File: config.mk
export PLATFORM = sky130hd
export DESIGN_NAME = migration_dispatch
export DESIGN_NICKNAME = d
export VERILOG_FILES = /design/src/rtl/migration_dispatch_pkg.sv /design/src/rtl/migration_dispatch_mig_fifo.sv /design/src/rtl/migration_dispatch.sv
export SDC_FILE = /design/constraint.sdc
export NUM_CORES = 1
export LEC_CHECK = 0
export BUFFER_PORTS_ARGS = -buffer_cell sky130_fd_sc_hd__buf_2
export CAP_MARGIN = 10
export CORE_MARGIN = 2
export CORE_UTILIZATION = 41
export CTS_CLUSTER_SIZE = 20
export DETAILED_ROUTE_END_ITERATION = 10
export PLACE_DENSITY_LB_ADDON = 0.25
export SYNTH_ARGS = -nofsm -noshare
export SYNTH_HDL_FRONTEND = slang
export SYNTH_SLANG_ARGS = --single-unit
File: constraint.sdc
create_clock -name clk -period 28.1 [get_ports clk]
set_input_delay 5.62 -clock clk [delete_from_list [all_inputs] [get_ports clk]]
set_output_delay 5.62 -clock clk [all_outputs]
set_load 0.1 [all_outputs]
File: src/rtl/migration_dispatch_pkg.sv
// Shared widths, cell geometry, offset codes and the coordinate-step helper
// used by the migration dispatch block.
package migration_dispatch_pkg;

  localparam int OFFSET_WIDTH  = 27;
  localparam int CELL_ID_WIDTH = 3;
  localparam int PID_WIDTH     = 8;
  localparam int X_DIM         = 3;
  localparam int Y_DIM         = 3;
  localparam int Z_DIM         = 3;
  localparam int MIG_DEPTH     = 16;

  localparam logic [1:0] CO_STAY  = 2'b00;
  localparam logic [1:0] CO_PLUS  = 2'b01;
  localparam logic [1:0] CO_MINUS = 2'b11;

  typedef struct packed {
    logic [CELL_ID_WIDTH-1:0] z;
    logic [CELL_ID_WIDTH-1:0] y;
    logic [CELL_ID_WIDTH-1:0] x;
  } cell_coord_t;

  typedef enum logic [1:0] {
    ST_IDLE  = 2'd0,
    ST_RUN   = 2'd1,
    ST_DRAIN = 2'd2,
    ST_DONE  = 2'd3
  } md_state_t;

  // Move one cell along an axis with periodic wrap; any non plus/minus
  // code (stay, or an illegal code already mapped to stay) keeps the coord.
  function automatic logic [CELL_ID_WIDTH-1:0] step_coord(
    input logic [CELL_ID_WIDTH-1:0] coord,
    input logic [1:0]               code,
    input int                       dim
  );
    logic [CELL_ID_WIDTH-1:0] top_coord;
    top_coord  = CELL_ID_WIDTH'(dim - 1);
    step_coord = coord;
    if (code == CO_PLUS) begin
      step_coord = (coord == top_coord) ? '0 : coord + 1'b1;
    end else if (code == CO_MINUS) begin
      step_coord = (coord == '0) ? top_coord : coord - 1'b1;
    end
  endfunction

endpackage

File: src/rtl/migration_dispatch_mig_fifo.sv
// Synchronous first-word-fall-through FIFO with an occupancy count.
// The head entry is visible on pop_data whenever empty is low.
module mig_fifo #(
  parameter int WIDTH = 8,
  parameter int DEPTH = 16,
  localparam int AW   = $clog2(DEPTH)
) (
  input  logic          clk,
  input  logic          rst,
  input  logic          push,
  input  logic [WIDTH-1:0] push_data,
  input  logic          pop,
  output logic [WIDTH-1:0] pop_data,
  output logic          empty,
  output logic [AW:0]   count
);

  logic [WIDTH-1:0] mem [DEPTH];
  logic [AW-1:0]    wr_ptr_q, wr_ptr_d;
  logic [AW-1:0]    rd_ptr_q, rd_ptr_d;
  logic [AW:0]      count_q, count_d;
  logic             do_push, do_pop;

  // Guard against pushing into a full FIFO and popping an empty one.
  always_comb begin
    do_pop   = pop && (count_q != '0);
    do_push  = push && ((count_q < (AW+1)'(DEPTH)) || do_pop);
    wr_ptr_d = wr_ptr_q + (do_push ? 1'b1 : 1'b0);
    rd_ptr_d = rd_ptr_q + (do_pop ? 1'b1 : 1'b0);
    count_d  = count_q;
    if (do_push && !do_pop) begin
      count_d = count_q + 1'b1;
    end else if (do_pop && !do_push) begin
      count_d = count_q - 1'b1;
    end
  end

  // Pointer and occupancy registers; reset drops all stored entries.
  always_ff @(posedge clk) begin
    if (rst) begin
      wr_ptr_q <= '0;
      rd_ptr_q <= '0;
      count_q  <= '0;
    end else begin
      wr_ptr_q <= wr_ptr_d;
      rd_ptr_q <= rd_ptr_d;
      count_q  <= count_d;
    end
  end

  // Storage array; contents need no reset because count gates visibility.
  always_ff @(posedge clk) begin
    if (do_push) begin
      mem[wr_ptr_q] <= push_data;
    end
  end

  assign pop_data = mem[rd_ptr_q];
  assign empty    = (count_q == '0);
  assign count    = count_q;

endmodule

File: src/rtl/migration_dispatch.sv
// Splits position-update results into local writebacks (particle stays in
// this cell) and migration packets (destination cell with periodic wrap),
// buffers migrations in a FWFT FIFO, and reports per-iteration completion.
module migration_dispatch
  import migration_dispatch_pkg::*;
(
  input  logic                          clk,
  input  logic                          rst,
  input  logic                          in_valid,
  output logic                          in_ready,
  input  logic [PID_WIDTH-1:0]          in_pid,
  input  logic [3*OFFSET_WIDTH-1:0]     in_pos,
  input  logic [5:0]                    in_cell_offset,
  input  logic                          in_last,
  input  logic [3*CELL_ID_WIDTH-1:0]    home_cell,
  output logic                          wb_valid,
  output logic [PID_WIDTH-1:0]          wb_pid,
  output logic [3*OFFSET_WIDTH-1:0]     wb_pos,
  output logic                          mig_valid,
  input  logic                          mig_ready,
  output logic [3*CELL_ID_WIDTH-1:0]    mig_dst_cell,
  output logic [3*OFFSET_WIDTH-1:0]     mig_pos,
  output logic                          done,
  output logic [PID_WIDTH:0]            local_cnt,
  output logic [PID_WIDTH:0]            mig_cnt,
  output logic                          err_illegal
);

  localparam int POS_W   = 3*OFFSET_WIDTH;
  localparam int CELL_W  = 3*CELL_ID_WIDTH;
  localparam int FIFO_W  = CELL_W + POS_W;
  localparam int FIFO_AW = $clog2(MIG_DEPTH);

  md_state_t                state_q, state_d;
  logic [PID_WIDTH:0]       local_cnt_q, local_cnt_d;
  logic [PID_WIDTH:0]       mig_cnt_q, mig_cnt_d;
  logic                     err_q, err_d;
  logic                     wb_valid_q, wb_valid_d;
  logic [PID_WIDTH-1:0]     wb_pid_q, wb_pid_d;
  logic [POS_W-1:0]         wb_pos_q, wb_pos_d;

  logic [1:0]               code [3];
  logic [1:0]               eff_code [3];
  logic [2:0]               axis_illegal;
  logic                     is_stay, accept, fifo_push, fifo_pop, fifo_empty;
  cell_coord_t              home, dst;
  logic [FIFO_W-1:0]        fifo_out;
  logic [FIFO_AW:0]         fifo_count;

  assign home = cell_coord_t'(home_cell);

  // Per-axis decode: an illegal 10 code is flagged and then treated as stay.
  generate
    for (genvar gi = 0; gi < 3; gi++) begin : g_axis
      assign code[gi]         = in_cell_offset[2*gi +: 2];
      assign axis_illegal[gi] = (code[gi] == 2'b10);
      assign eff_code[gi]     = axis_illegal[gi] ? CO_STAY : code[gi];
    end
  endgenerate

  // Destination cell and the stay/migrate decision for the offered beat.
  always_comb begin
    dst.x   = step_coord(home.x, eff_code[0], X_DIM);
    dst.y   = step_coord(home.y, eff_code[1], Y_DIM);
    dst.z   = step_coord(home.z, eff_code[2], Z_DIM);
    is_stay = (eff_code[0] == CO_STAY) && (eff_code[1] == CO_STAY) &&
              (eff_code[2] == CO_STAY);
  end

  // One slot is held back so a full-rate stream never overruns the FIFO.
  assign in_ready  = ((state_q == ST_IDLE) || (state_q == ST_RUN)) &&
                     (fifo_count < (FIFO_AW+1)'(MIG_DEPTH - 1));
  assign accept    = in_valid && in_ready;
  assign fifo_push = accept && !is_stay;
  assign fifo_pop  = mig_valid && mig_ready;

  mig_fifo #(
    .WIDTH (FIFO_W),
    .DEPTH (MIG_DEPTH)
  ) u_mig_fifo (
    .clk       (clk),
    .rst       (rst),
    .push      (fifo_push),
    .push_data ({dst, in_pos}),
    .pop       (fifo_pop),
    .pop_data  (fifo_out),
    .empty     (fifo_empty),
    .count     (fifo_count)
  );

  // Iteration FSM, saturating counters, sticky error and writeback staging.
  always_comb begin
    state_d     = state_q;
    local_cnt_d = local_cnt_q;
    mig_cnt_d   = mig_cnt_q;
    err_d       = err_q;
    wb_valid_d  = 1'b0;
    wb_pid_d    = wb_pid_q;
    wb_pos_d    = wb_pos_q;

    case (state_q)
      ST_IDLE:  if (accept) state_d = in_last ? ST_DRAIN : ST_RUN;
      ST_RUN:   if (accept && in_last) state_d = ST_DRAIN;
      ST_DRAIN: if (fifo_count == '0) state_d = ST_DONE;
      ST_DONE:  state_d = ST_IDLE;
      default:  state_d = ST_IDLE;
    endcase

    if (accept) begin
      // The first beat of an iteration starts counting from zero.
      if (state_q == ST_IDLE) begin
        local_cnt_d = '0;
        mig_cnt_d   = '0;
      end
      if (is_stay) begin
        if (local_cnt_d != '1) local_cnt_d = local_cnt_d + 1'b1;
        wb_valid_d = 1'b1;
        wb_pid_d   = in_pid;
        wb_pos_d   = in_pos;
      end else if (mig_cnt_d != '1) begin
        mig_cnt_d = mig_cnt_d + 1'b1;
      end
      if (|axis_illegal) err_d = 1'b1;
    end
  end

  // State and output registers, all cleared by reset.
  always_ff @(posedge clk) begin
    if (rst) begin
      state_q     <= ST_IDLE;
      local_cnt_q <= '0;
      mig_cnt_q   <= '0;
      err_q       <= 1'b0;
      wb_valid_q  <= 1'b0;
      wb_pid_q    <= '0;
      wb_pos_q    <= '0;
    end else begin
      state_q     <= state_d;
      local_cnt_q <= local_cnt_d;
      mig_cnt_q   <= mig_cnt_d;
      err_q       <= err_d;
      wb_valid_q  <= wb_valid_d;
      wb_pid_q    <= wb_pid_d;
      wb_pos_q    <= wb_pos_d;
    end
  end

  assign mig_valid    = !fifo_empty;
  // Packet fields read as zero while no packet is presented.
  assign mig_dst_cell = fifo_empty ? '0 : fifo_out[FIFO_W-1:POS_W];
  assign mig_pos      = fifo_empty ? '0 : fifo_out[POS_W-1:0];
  assign done         = (state_q == ST_DONE);
  assign local_cnt    = local_cnt_q;
  assign mig_cnt      = mig_cnt_q;
  assign err_illegal  = err_q;
  assign wb_valid     = wb_valid_q;
  assign wb_pid       = wb_pid_q;
  assign wb_pos       = wb_pos_q;

endmodule

# Word level (Yosys, flattened, before mapping)
# Memories as Yosys holds them, arrays and structs flattened. A register that Yosys moved wholly into a read port is not among the register bits.
# Index checks and enable logic that the tools add are counted.
[word_totals] output_inout_bits=202 ff_bits=124 input_bits=109 elab_cells=116 mem_count=1 ram_bits=1440
[op_classes] n_lt_le_gt_ge=2 add_sub_neg=12 mux=38 n_eq_ne=20 reduce_logical=32 n_bitwise=1
[mem_list] name="u_mig_fifo.mem" depth=16 width=90 rd=1 rd_ports_with_merged_regs=1 wr=1 line_no="migration_dispatch_mig_fifo.sv:18" rtl="logic [WIDTH-1:0] mem [DEPTH];"
[op_table] op="two-way mux 81 bit" n=1
[op_table] op="two-way mux 9 bit" n=9
[op_table] op="two-way mux 3 bit" n=12
[op_table] op="adder 9 x 1 -> 9 bit (second input constant)" n=2
[op_table] op="inequality test 9 bit (second input constant)" n=2
[op_table] op="equality test 2 bit (second input constant)" n=8
[op_table] op="two-way mux 2 bit" n=7
[op_table] op="logical AND 1 bit" n=11
[op_table] op="two-way mux 5 bit" n=2
[op_table] op="adder 3 x 1 -> 3 bit (second input constant)" n=3
[op_table] op="equality test 3 x 2 -> 1 bit (second input constant)" n=3
[op_table] op="zero test 3 bit" n=3
[op_table] op="subtractor 3 x 1 -> 3 bit (second input constant)" n=3
[op_table] op="adder 4 bit" n=2
[op_table] op="equality test 2 x 1 -> 1 bit (second input constant)" n=4
[op_table] op="zero test 2 bit" n=4
[op_table] op="case mux 2 bit (4 select lines)" n=1
[op_table] op="adder 5 x 1 -> 5 bit (second input constant)" n=1
[op_table] op="zero test 5 bit" n=1
[op_table] op="< comparator 5 x 4 -> 1 bit (second input constant)" n=1
[op_table] op="< comparator 5 bit (second input constant)" n=1
[op_table] op="two-way mux 1 bit" n=5
[op_table] op="nonzero test 5 bit" n=1
[op_table] op="subtractor 5 x 1 -> 5 bit (second input constant)" n=1
[op_table] op="11 further kinds" n=17

# Logic depth before layout (Yosys ltp)
[logic_depth] word_depth=12 depth_mapped=12 depth_no_buf=12

# Cells and area by module
# From an unflattened synthesis, not the netlist that was laid out.
[unflattened] hier_cells=3011 hier_area_um2=60062.6
[modules_own_cells] module="mig_fifo" instances=1 seq_area_each_um2=43501.7 area_per_inst_um2=54459.7 cells_each=2286
[modules_own_cells] module="migration_dispatch" instances=1 seq_area_each_um2=2222.1 area_per_inst_um2=5602.9 cells_each=725

# Worst setup path before layout
# OpenSTA, ideal clock, no wires.
[synth_timing] kind="input to register" start="input port in_cell_offset[0]" end="memory u_mig_fifo.mem[0][0] in the netlist's numbering, enable pin" n_path_buf=2 setup_time_ns=0.649 path_stages=6 arrival_time_ns=12.787 required_ns=27.451 path_slack_ns=14.664 cell_sequence="clkbuf_1 or3_1 buf_2 nand4_1 or3_1 nor3_1"
[synth_between] elab_chain_cells=10
[synth_lines] item="start, declared" line_no="migration_dispatch.sv:13" rtl="input logic [5:0] in_cell_offset,"
[synth_lines] item="equality test 2 bit" line_no="migration_dispatch.sv:56" rtl="assign axis_illegal[gi] = (code[gi] == 2'b10);"
[synth_lines] item="two-way mux 2 bit (*)" line_no="migration_dispatch.sv:57" rtl="assign eff_code[gi] = axis_illegal[gi] ? CO_STAY : code[gi];"
[synth_lines] item="zero test 2 bit (*)" line_no="migration_dispatch.sv:66" rtl="is_stay = (eff_code[0] == CO_STAY) && (eff_code[1] == CO_STAY) &&"
[synth_lines] item="logical AND 1 bit (*) (2 in series)" line_no="migration_dispatch.sv:66"
[synth_lines] item="zero test 1 bit (*)" line_no="migration_dispatch.sv:74" rtl="assign fifo_push = accept && !is_stay;"
[synth_lines] item="logical AND 1 bit (*)" line_no="migration_dispatch.sv:74"
[synth_lines] item="logical AND 1 bit (*)" line_no="migration_dispatch_mig_fifo.sv:27" rtl="do_push = push && ((count_q < (AW+1)'(DEPTH)) || do_pop);"
[synth_lines] item="two-way mux 1 bit (*)" line_no="migration_dispatch_mig_fifo.sv:53" rtl="if (do_push) begin"
[synth_lines] item="two-way mux 1 bit (not written as such) (*)" line_no="migration_dispatch_mig_fifo.sv:54" rtl="mem[wr_ptr_q] <= push_data;"
[synth_lines] item="end, declared" line_no="migration_dispatch_mig_fifo.sv:18"
# Mark *: on every way between the ends. The rest lies on a longest branch, timed or not.

==> results.json <==
{
  "antenna_left": 0,
  "cts_setup_buffers": 0,
  "hold_path_end": "wb_pos[11]",
  "power.total_mw": 6.73,
  "postCtsResizedCells": 0,
  "critPathArrivalTime_ps": 5950,
  "path_max_fanout": 57,
  "drt_iter0_drc": 2393,
  "start_kind": "flip-flop",
  "via_per_inst": 5.60,
  "yosys_warnings": 0,
  "timing.final.crit_share_pct": 41.2,
  "relSlewSlack_pct": 20.3,
  "hold_path_class": "flip-flop to flip-flop",
  "groute.usage.overall_pct": 19.6,
  "syn_to_final_growth_pct": 14.7,
  "cp.required_ps": 22480,
  "path_cells": "buf_4, buf_4, buf_4, mux4_2, inv_1, a221o_1, o22ai_1, buf_2",
  "drive_above_1_share_pct": 27.8,
  "grt.overflow.total": 0,
  "slew_viol_final": 0,
  "internal_power_mw": 4.37,
  "antenna_found_initial": 8,
  "slowest_stage": "buf_4",
  "num_rows": 141,
  "synth-edff-count": 1440,
  "r2r_start": "state_q[0]",
  "path_clk_slew_ps": 60,
  "combPwrFrac_pct": 29.5,
  "finalSetupViolations": 0,
  "ys_seq_area_share_pct": 74.5,
  "clock_latency_ps": 790,
  "avgSynthCellArea_um2": 19.2,
  "yosys.area_share.simple_pct": 2.44,
  "worstHoldStart": "wb_pos[11]",
  "status": "completed",
  "grt_pass1_wl_mm": 217,
  "post-route-drc-count": 0,
  "synth_mux_area_share_pct": 16.3,
  "clkPwrFrac_pct": 31.0,
  "vdd_drop_max_v": 0.000118,
  "r2r-end": "u_mig_fifo.mem[12][71]",
  "portBuffers": 310,
  "synthArstFlopShare_pct": 0,
  "synth_ff_type": "edfxtp_1",
  "holdPathStages": 2,
  "place.gp.congestion": 0.741,
  "finalNonFillerCells": 5609,
  "finalSetupTns_ps": 0,
  "via_count": 31400,
  "p_leak_nw": 22.4,
  "cellPowerDensity_nw_per_um2": 95.6,
  "clock.fmax_mhz": 86.5,
  "finish.net_count": 3681,
  "rsz0062_at_grt": "no",
  "ff2ff_path_depth": 9,
  "p_sw_share_pct": 35.0,
  "cts_num_sinks": 1564,
  "grt_pass1_vias": 31900,
  "coreArea_um2": 148000,
  "max-cap-violations": 0,
  "holdBufCountCts": 0,
  "synthCells": 3190,
  "wirelength_mm": 150,
  "pwr-share-seq_pct": 39.5,
  "synthAdderAreaFrac_pct": 0.685,
  "critical_path_class": "flip-flop to primary output",
  "cts_tree": "done",
  "io_pins": 311,
  "p_switching_mw": 2.36,
  "clockRootBuffer": "clkbuf_16",
  "dpl.cell_count": 5301,
  "die_h_um": 391,
  "synth_seq_cells": 1564,
  "synth_area_um2": 61300,
  "worst_pin_slew_ps": 1190,
  "numCtsBuffers": 166,
  "die_w_um": 391,
  "finalCriticalPeriod_ps": 11570,
  "synth-compound-area-share_pct": 4.13,
  "cts_max_level": 4,
  "r2r_setup_slack_ps": 22760,
  "synth_fp_nets": 3332,
  "wl_per_cell_um": 26.8,
  "synth_xor_area_share_pct": 0.0999,
  "die-area_um2": 153000,
  "dp_hpwl_mm": 75.7,
  "clockBufferDepth": 3,
  "start_util_pct": 41.4,
  "utilization_pct": 47.5,
  "crit_path_end_kind": "primary output",
  "synth_top_family_by_area": "multiplexers",
  "crit_path_frequent_cell": "buf_4",
  "cp_slowest_stage_delay_ps": 910,
  "finalHoldViolations": 0,
  "synth_cell_types": 63,
  "finClkSkew_ps": 32.2,
  "dr.pass1.iters": 5,
  "grt_max_degree": 131
}
[flip-flops by register name (all words and copies together), names as in the netlist]
name and flops:
mig_cnt 9, wb_pos 81, local_cnt 9, wb_valid 1, err_illegal 1, u_mig_fifo.rd_ptr_q 4
u_mig_fifo.wr_ptr_q 4, state_q 2, wb_pid 8, u_mig_fifo.mem 1440, u_mig_fifo.count 5
[cells by family (layout without fill, tap and decap cells)]
logic type | count (synthesis) | in the layout
compound gates | 371 | 371
simple gates | 338 | 338
other cells | 0 | 3
xor+xnor | 7 | 7
buf+inv | 266 | 752
flops | 1564 | 1564
mux | 611 | 611
fa+ha+maj | 33 | 33
[power by group through the flow]
stage	logic, mW	registers, mW	clock network [mW]
finish	1.98	2.66	2.08
global route	2.09	2.67	2.22
CTS	2.01	2.66	2.14
detailed placement	2.01	2.71	0
global placement	2.01	2.71	0
floorplan	1.55	2.74	0
[metrics by stage]
stage	hold slack, ps	setup WS, ps	area [µm²]
after CTS	451	16300	70400
after floorplan	492	14660	61300
after global routing	465	16020	70400
after global placement	438	17150	65200
final	449	16530	70400
after detailed placement	443	17180	65200
[cell type report]
cell class,instances,area (µm²)
fillers,12400,77800
flip-flops and latches,1564,45700
multi-input cells,1360,14600
clock buffers,229,4520
well taps,1930,2410
repair buffers,371,2100
clock inverters,76,658
inverters,76,285
diodes,3,7.51
[layer usage]
| metal | up-vias | track usage, % | part of all wire (%) |
|---|---|---|---|
| li1 | 13700 | - | - |
| met1 | 16700 | 28.5 | 46 |
| met2 | 843 | 30.9 | 47 |
| met3 | 193 | 3.37 | 5.3 |
| met4 | 4 | 4.53 | 1.8 |
| met5 | - | 0 | 0.011 |
[cell usage in the layout, fill, tap and decap left out, types with 11 or more instances in the layout]
master,synthesis,layout
clkinv_2,0,18
nand3_1,17,17
clkbuf_16,0,168
nor2_4,0,12
nand2_1,217,216
a221o_1,49,49
o211ai_1,26,26
mux4_2,300,300
buf_2,55,309
buf_4,12,54
o21ai_0,11,11
a21oi_1,105,105
o22ai_1,92,92
inv_1,76,76
edfxtp_1,1440,1440
clkinv_1,0,33
dfxtp_1,124,121
mux2_2,101,101
a211oi_1,51,51
mux2i_1,210,210
clkbuf_1,103,52
nor2_1,38,26
ha_1,32,32
[critical path: cells and delay by family (launching register included)]
kind	cells	cell delay [ps]
buf+inv	5	3180
mux	1	360
compound gates	2	630
flops	1	750
[worst max-delay path by stage]
stage | startpoint | to | slack [ps] | depth (start not counted)
4_1_cts | u_mig_fifo.rd_ptr_q[0] | mig_dst_cell[0] | 16300 | 8
6_report | u_mig_fifo.rd_ptr_q[0] | mig_dst_cell[0] | 16530 | 8
5_1_grt | u_mig_fifo.rd_ptr_q[0] | mig_dst_cell[0] | 16020 | 8
3_3_place_gp | u_mig_fifo.rd_ptr_q[0] | mig_dst_cell[0] | 17150 | 8
3_5_place_dp | u_mig_fifo.rd_ptr_q[0] | mig_dst_cell[0] | 17180 | 8
2_1_floorplan | in_cell_offset[0] | u_mig_fifo.mem[0][0] | 14660 | 6
[cells in the mapped netlist, types with 6 or more instances]
cell type     n  share of area (%)
a211oi_1     51               0.62
a21oi_1     105               0.86
a221o_1      49               0.80
buf_1        20               0.12
buf_2        55               0.45
buf_4        12               0.15
clkbuf_1    103               0.63
dfxtp_1     124                4.0
edfxtp_1   1440                 70
ha_1         32               0.65
inv_1        76               0.47
mux2_2      101                1.9
mux2i_1     210                3.4
mux4_2      300                 11
nand2_1     217                1.3
nand2b_1      6              0.061
nand3_1      17               0.14
nor2_1       38               0.23
nor2b_1      12               0.12
nor3_1       11              0.090
o211ai_1     26               0.32
o21ai_0      11              0.090
o22ai_1      92               0.94
o311ai_0      6              0.086
Power figures use the tool's default switching activity.
